**config.mk**
```make
export PLATFORM = sky130hd
export DESIGN_NAME = snake_key_scheduler
export DESIGN_NICKNAME = d
export VERILOG_FILES = /design/src/rtl/snake_key_scheduler.sv
export SDC_FILE = /design/constraint.sdc
export NUM_CORES = 1
export LEC_CHECK = 0
export BUFFER_PORTS_ARGS = -buffer_cell sky130_fd_sc_hd__buf_4
export CORE_ASPECT_RATIO = 0.5
export CORE_UTILIZATION = 30
export CTS_CLUSTER_SIZE = 24
export DETAILED_ROUTE_END_ITERATION = 8
export PLACE_DENSITY = 0.52
export RECOVER_POWER = 50
export SYNTH_ARGS = -nofsm -noshare
export SYNTH_HDL_FRONTEND = slang
export SYNTH_SLANG_ARGS = --single-unit
```
**constraint.sdc**
```tcl
create_clock -name clk -period 3.3 [get_ports clk]
set_input_delay 0 -clock clk [delete_from_list [all_inputs] [get_ports clk]]
set_output_delay 0 -clock clk [all_outputs]
set_load 0.01 [all_outputs]
```
**src/rtl/snake_key_scheduler.sv**
```systemverilog
// snake_key_scheduler: decodes PS/2 bytes into snake direction/pause/restart commands and queues directions per game tick.
// Optional WASD steering is enabled by defining SNAKE_KEY_WASD_EN.
module snake_key_scheduler #(
    parameter int         QDEPTH   = 2,
    parameter logic [1:0] INIT_DIR = 2'b11
) (
    input  logic        clk,
    input  logic        rst_n,
    input  logic [31:0] keycode,
    input  logic        game_tick,
    output logic [1:0]  dir,
    output logic        dir_changed,
    output logic        paused,
    output logic        restart,
    output logic [2:0]  q_count
);
    localparam int PW = (QDEPTH > 1) ? $clog2(QDEPTH) : 1;
    typedef enum logic [1:0] {IDLE, EXT, BRK, EXT_BRK} state_t;
    state_t state, state_nx;
    logic [31:0] keycode_q;
    logic [1:0]  q [QDEPTH];
    logic [PW-1:0] rd_ptr, wr_ptr, tail_ptr;
    logic ev, req_v, tog, rst_cmd, pop, push, full, same_axis, same;
    logic [7:0] b;
    logic [1:0] req_d, ref_d;
    assign ev = keycode != keycode_q;
    assign b  = keycode[7:0];
    always_comb begin
        state_nx = state;
        req_v    = 1'b0;
        req_d    = 2'b00;
        tog      = 1'b0;
        rst_cmd  = 1'b0;
        if (ev) begin
            case (state)
                IDLE: begin
                    case (b)
                        8'hE0: state_nx = EXT;
                        8'hF0: state_nx = BRK;
                        8'h29: tog = 1'b1;
                        8'h5A: rst_cmd = 1'b1;
`ifdef SNAKE_KEY_WASD_EN
                        8'h1D: begin req_v = 1'b1; req_d = 2'b00; end
                        8'h1B: begin req_v = 1'b1; req_d = 2'b01; end
                        8'h1C: begin req_v = 1'b1; req_d = 2'b10; end
                        8'h23: begin req_v = 1'b1; req_d = 2'b11; end
`endif
                        default: ;
                    endcase
                end
                EXT: begin
                    state_nx = (b == 8'hF0) ? EXT_BRK : IDLE;
                    case (b)
                        8'h75: begin req_v = 1'b1; req_d = 2'b00; end
                        8'h72: begin req_v = 1'b1; req_d = 2'b01; end
                        8'h6B: begin req_v = 1'b1; req_d = 2'b10; end
                        8'h74: begin req_v = 1'b1; req_d = 2'b11; end
                        default: ;
                    endcase
                end
                default: state_nx = IDLE;
            endcase
        end
    end
    // Requests are filtered against the last thing the snake will do: the queue tail, or dir when empty.
    assign tail_ptr  = (wr_ptr == '0) ? PW'(QDEPTH - 1) : wr_ptr - 1'b1;
    assign ref_d     = (q_count != 3'd0) ? q[tail_ptr] : dir;
    assign same_axis = req_d[1] == ref_d[1];
    assign same      = req_d == ref_d;
    assign full      = q_count == 3'(QDEPTH);
    assign pop       = game_tick && !paused && (q_count != 3'd0) && !rst_cmd;
    assign push      = req_v && !(same_axis && !same) && !same && (!full || pop);
    always_ff @(posedge clk or negedge rst_n) begin
        if (!rst_n) begin
            state       <= IDLE;
            keycode_q   <= '0;
            dir         <= INIT_DIR;
            dir_changed <= 1'b0;
            paused      <= 1'b0;
            restart     <= 1'b0;
            q_count     <= '0;
            rd_ptr      <= '0;
            wr_ptr      <= '0;
            q           <= '{default: '0};
        end else begin
            state       <= state_nx;
            keycode_q   <= keycode;
            dir_changed <= pop;
            restart     <= rst_cmd;
            paused      <= rst_cmd ? 1'b0 : paused ^ tog;
            if (pop) dir <= q[rd_ptr];
            if (rst_cmd) begin
                q_count <= '0;
                rd_ptr  <= '0;
                wr_ptr  <= '0;
            end else begin
                q_count <= q_count + 3'(push) - 3'(pop);
                if (pop) rd_ptr <= (rd_ptr == PW'(QDEPTH - 1)) ? '0 : rd_ptr + 1'b1;
                if (push) begin
                    q[wr_ptr] <= req_d;
                    wr_ptr    <= (wr_ptr == PW'(QDEPTH - 1)) ? '0 : wr_ptr + 1'b1;
                end
            end
        end
    end
endmodule

```
## Yosys cells after proc, flatten, opt, wreduce, memory -nomap -nowiden

Cells that the tools add are included.

- Register bits: 48
- Bits in latches: 0
- Bits in writable memories: 0
- Bits in read-only memories: 0
- Input port bits: 35
- Output and inout port bits: 8
- Memories: 0

- Add/subtract/negate cells: 5
- Multipliers: 0
- Divide/modulo/power cells: 0
- Magnitude comparators: 4
- Equality and inequality tests: 14
- Shift operators: 0
- Multiplexer cells: 34
- Bitwise logic cells: 5
- Reductions and logical operators: 21

Operators with widths:

| operator | count |
|---|---|
| $eq 8x7->1 const B | 5 |
| $ne 32x32->1 | 1 |
| $mux 2 | 11 |
| $mux 1 | 17 |
| $eq 8x8->1 const B | 2 |
| $eq 8x6->1 const B | 1 |
| $logic_and 1x1->1 | 8 |
| $pmux 2 s2 | 2 |
| $ge 2x2->1 const B | 3 |
| $not 1->2 | 3 |
| $pmux 2 s3 | 1 |
| $logic_not 1->1 | 5 |
| $bwmux 4 | 1 |
| $reduce_and 2->1 | 2 |
| $reduce_bool 2->1 | 2 |
| $reduce_or 4->1 | 1 |
| $add 3x1->3 | 1 |
| $eq 3x2->1 const B | 1 |
| $mux 3 | 1 |
| $ne 3x2->1 const B | 1 |
| $reduce_bool 3->1 | 1 |
| $sub 3x1->3 | 1 |
| $add 1x1->1 const B | 2 |
| $demux 2 s1 | 1 |
| 9 further kinds | 9 |

## Longest topological paths before layout

- Word-level depth: 17
- Mapped depth: 15
- Depth with buffers taken out: 14

## Worst setup path before layout

No wires, ideal clock.

- Path type: reg-to-reg
- Start: register q_count[1]
- End: register q_count[2]
- Setup time: 0.132 ns
- Arrival: 2.635 ns
- Required time: 3.168 ns
- Setup slack: 0.533 ns
- Cell stages (with the launch flop): 14
- Buffers on the path: 0
- Clock period less this slack: 2.767 ns
- Cells stage by stage: dfrtp_1 > nor3_1 > mux2i_1 > nand3_4 > a21oi_4 > nand2_1 > ha_1 > inv_1 > ha_1 > inv_1 > fa_1 > xor2_1 > xnor2_1 > nor2_1

- Cells in the longest elaborated chain, start to end: 12
- Elaborated cells between the ends (all ways): 18
- Classes of those cells: add/sub (2); eq/ne (3); mux (2); reduce/logical (11)

RTL lines:

| what | line | text |
|---|---|---|
| start, declared | 15 | `output logic [2:0] q_count` |
| start signal, assigned | 97 | `q_count <= q_count + 3'(push) - 3'(pop);` |
| $reduce_bool 3->1 | 67, 71 |  |
| $mux 2 | 67 | `assign ref_d = (q_count != 3'd0) ? q[tail_ptr] : dir;` |
| $eq 2x2->1 | 69 | `assign same = req_d == ref_d;` |
| $logic_not 1->1 | 72 | `assign push = req_v && !(same_axis && !same) && !same && (!full \|\| pop);` |
| $logic_and 1x1->1 | 72 |  |
| $logic_not 1->1 | 72 |  |
| $logic_and 1x1->1 (3 in a row) | 72 |  |
| $add 3x1->3 | 97 |  |
| $sub 3x1->3 (*) | 97 |  |
| $mux 3 (*) | 92 | `if (rst_cmd) begin` |

Mark *: on every way between the ends. The rest lies on a longest branch, timed or not.
A chain may end at the register's enable or synchronous reset.

## Final worst setup path

- Start: input port keycode[5]
- End: register q_count[2]

- Elaborated cells between the ends (all ways): 30
- Classes of those cells: add/sub (2); eq/ne (8); mux (10); reduce/logical (10)

RTL lines:

| what | line | text |
|---|---|---|
| start, declared | 9 | `input logic [31:0] keycode,` |
| $eq 8x7->1 | 37 | `case (b)` |
| $mux 1 | 37 |  |
| $mux 1 | 35 | `case (state)` |
| $mux 1 (*) | 34 | `if (ev) begin` |
| net rst_cmd | 23 | `logic ev, req_v, tog, rst_cmd, pop, push, full, same_axis, same;` |
| $logic_not 1->1 (*) | 71 | `assign pop = game_tick && !paused && (q_count != 3'd0) && !rst_cmd;` |
| $logic_and 1x1->1 (*) | 71 |  |
| net pop | 23 |  |
| $logic_or 1x1->1 | 72 |  |
| $logic_and 1x1->1 | 72 |  |
| $add 3x1->3 | 97 |  |
| $sub 3x1->3 (*) | 97 |  |
| $mux 3 (*) | 92 |  |

Mark *: on every way through the listed nets, which the timed path passes. The rest lies on a longest branch.

==> metrics.cfg <==
[worst_hold_path]
worstHoldPathType = in2reg

[synth]
synth_area_leaders = dfrtp_1 52%, xnor2_1 14%, mux2_1 3.6%
yosysUniqueCellTypes = 47
synth_seq_area_share_pct = 54.6
syn_nets = 205
ys_ff_latch = 48
synthFlopType = dfrtp_1
synth_area_um2 = 2200
synth_edf_count = 0
async_flop_share_pct = 100
synth_top_area_cell = dfrtp_1
syn_inst = 167
yosys-top-cells-count = 46 x dfrtp_1, 35 x xnor2_1, 8 x nand4_1
syn_avg_cell_area_um2 = 13.2
synth.most_common_cell = dfrtp_1
ys_warn_count = 0
synth_top_area_share_pct = 52.2

[power_and_ir_drop]
power.density_nw_per_um2 = 515
irDropWorstVdd_v = 0.000187
p_sw_share_pct = 25.2
p_seq_share_pct = 44.3
switchingPower_w = 0.000391
comb_power_share_pct = 18.9
p_leak_nw = 1.22
clkPwrFrac_pct = 36.8
intPower_w = 0.00116

[status]
outcome = finished, violations left
violations = max-capacitance violations, max-slew violations

[floorplanning]
die_w_um = 123
core_um2 = 6880
start_util_pct = 32.0
die_area_um2 = 7710
row_count = 21
ios = 43
dieHeight_um = 62.6

[detailed_routing]
wl_met1_um = 2050
topRoutingLayerUsed = met4
wl_um = 4170
routed-wl-met3_um = 159
vias_per_cell = 4.44
firstDrtPassIters = 4
ant_nets = 0
initialDrtViolationCount = 34
vias = 1506
wl_met2_um = 1940
wl_per_cell_um = 12.3
route.detailed.drc = 0

[placement]
dp_cells = 298
finalWeightedCongestion = 0.727
io_buffers = 42
hpwlAfterDp_um = 3020

[sta]
slew_violations = 49
finClkSkew_ps = 3.50
worstMarginPinSlew_ps = 2540
setup_violations = 0
finalCritPeriodShare_pct = 91.9
setup_tns_ps = 0
rsz0062_at_grt = false
finalHoldViolCount = 0
hold_slack_ps = 244
period_needed_ps = 3030
slew_headroom_pct = -69.3
max_freq_ghz = 0.330

[layout]
fillCellCount = 679
drive_gt1_share_pct = 19.0
area_growth_syn_to_layout_pct = 36.7
final-seq-area_um2 = 1200
fin_nets = 284
instances_no_fill = 339
antennaDiodeCount = 0
multi_input_area_um2 = 940

[clock_tree]
cts_setup_buffers = 0
root_buffer = clkbuf_16
clockBufferDepth = 2
cts_tree = done
clk_latency_ps = 280
clkTransAtPathRegs_ps = 60
clock_sinks = 48
h-tree-depth = 2
cts_buffers = 5

[setup_path]
critPathKind = in2reg
cp.required_ps = 3480
arrival_ps = 3210
cp-start-kind = input pin
cp_max_fo = 5
slowest_delay_ps = 530
slowest_stage = dlygate4sd3_1
crit_path_end_kind = flop
path_cells = dlygate4sd3_1, clkbuf_1, xnor2_1, nand4_1, nor4_2, a211oi_2, nand2b_1, inv_2, ha_1, inv_1, ha_1, inv_1, fa_1, xor2_1, xnor2_1, nor2_1

[global_routing]
overflow = 0
grt_max_degree = 49
track_usage_pct = 11.9
grt_pass1_wl_um = 7140
antenna_found_initial = 0
grt_pass1_vias = 1465

[run]
max_cap_violations = 1

==> flip-flops by register name (all words and copies together) (netlist names) <==
| register | count |
|---|---|
| keycode_q | 32 |
| q | 4 |
| q_count | 3 |
| dir | 2 |
| state | 2 |
| dir_changed | 1 |
| paused | 1 |
| rd_ptr | 1 |
| restart | 1 |
| wr_ptr | 1 |
==> power by group through the flow <==
stage	sequential (W)	clock [W]	combinational [W]
4_1_cts	0.000687	0.000586	0.000314
5_1_grt	0.000693	0.000613	0.000331
3_3_place_gp	0.000697	0	0.000278
2_1_floorplan	0.000702	0	0.000160
3_5_place_dp	0.000698	0	0.000283
6_report	0.000687	0.000570	0.000293
==> kinds of logic (layout without fill, tap and decap cells) <==
logic type	Yosys count	in the layout	synth area share (%)
compound gates	14	14	6.59
xor+xnor	36	36	14.3
fa+ha+maj	3	3	2.04
buf+inv	8	88	2.73
flops	48	48	54.6
mux	10	10	5.05
simple gates	48	48	14.7
==> layer usage <==
metal / global-route usage, % / up-vias
li1: - / 743
met1: 16.9 / 734
met2: 17.7 / 23
met3: 3.01 / 6
met4: 3.61 / 0
met5: 0 / -
==> critical path: cells and delay by family <==
| kind | cells | cell delay, ps |
|---|---|---|
| and+or+nand+nor | 4 | 970 |
| buffers and inverters | 5 | 900 |
| adders and majority gates | 3 | 720 |
| xor gates and xnor gates | 3 | 440 |
| AOI/OAI and AO/OA | 1 | 170 |
==> per-stage QoR <==
| stage | total power [W] | setup WS (ps) | instance area, µm² | utilization [%] |
|---|---|---|---|---|
| finish | 0.00155 | 268 | 3010 | 43.7 |
| global route | 0.00164 | 47.1 | 3010 | 43.7 |
| CTS | 0.00159 | 298 | 3090 | 44.9 |
| detailed placement | 0.000981 | 303 | 2600 | 37.7 |
| global placement | 0.000974 | 345 | 2600 | 37.7 |
| floorplan | 0.000862 | 533 | 2200 | - |
==> cells in the final DEF, fill, tap and decap left out, drive strengths merged, types with 4 or more instances in the layout <==
cell,Yosys,final
dlygate4sd3,0,33
nand4,8,8
nand2,7,7
inv,4,4
mux2,9,9
clkbuf,0,35
dfrtp,46,46
nor2,7,7
buf,4,13
a21oi,4,4
nor4,6,6
xnor2,35,35
nand3,5,5
==> worst paths after layout <==
kind	end	slack, ps	startpoint	depth (start not counted)
setup / recovery	q_count[2]$_DFF_PN0_	270	keycode[5]	16
hold / removal	rd_ptr$_DFFE_PN0P_	240	game_tick	5
setup reg to reg	q_count[2]$_DFF_PN0_	320	keycode_q[24]$_DFF_PN0_	14
hold reg to reg	q[2]$_DFFE_PN0P_	490	q[2]$_DFFE_PN0P_	1
max in group asynchronous	paused$_DFF_PN0_	810	rst_n	2
min in group asynchronous	q_count[0]$_DFF_PN0_	1040	rst_n	2
==> timing repair <==
item                                   4_1_cts  5_1_grt
gates resized for setup                      0        0
hold buffers                                33        0
endpoints found under the hold margin       78        0
==> layout make-up <==
class	instances	area share (%)
well taps	92	3.82
inverters	4	0.499
repair buffers	76	18.9
clock buffers	5	4.15
flip-flops and latches	48	40.0
multi-input cells	111	31.2
clock inverters	3	1.41
(Power assumes the default switching activity.)
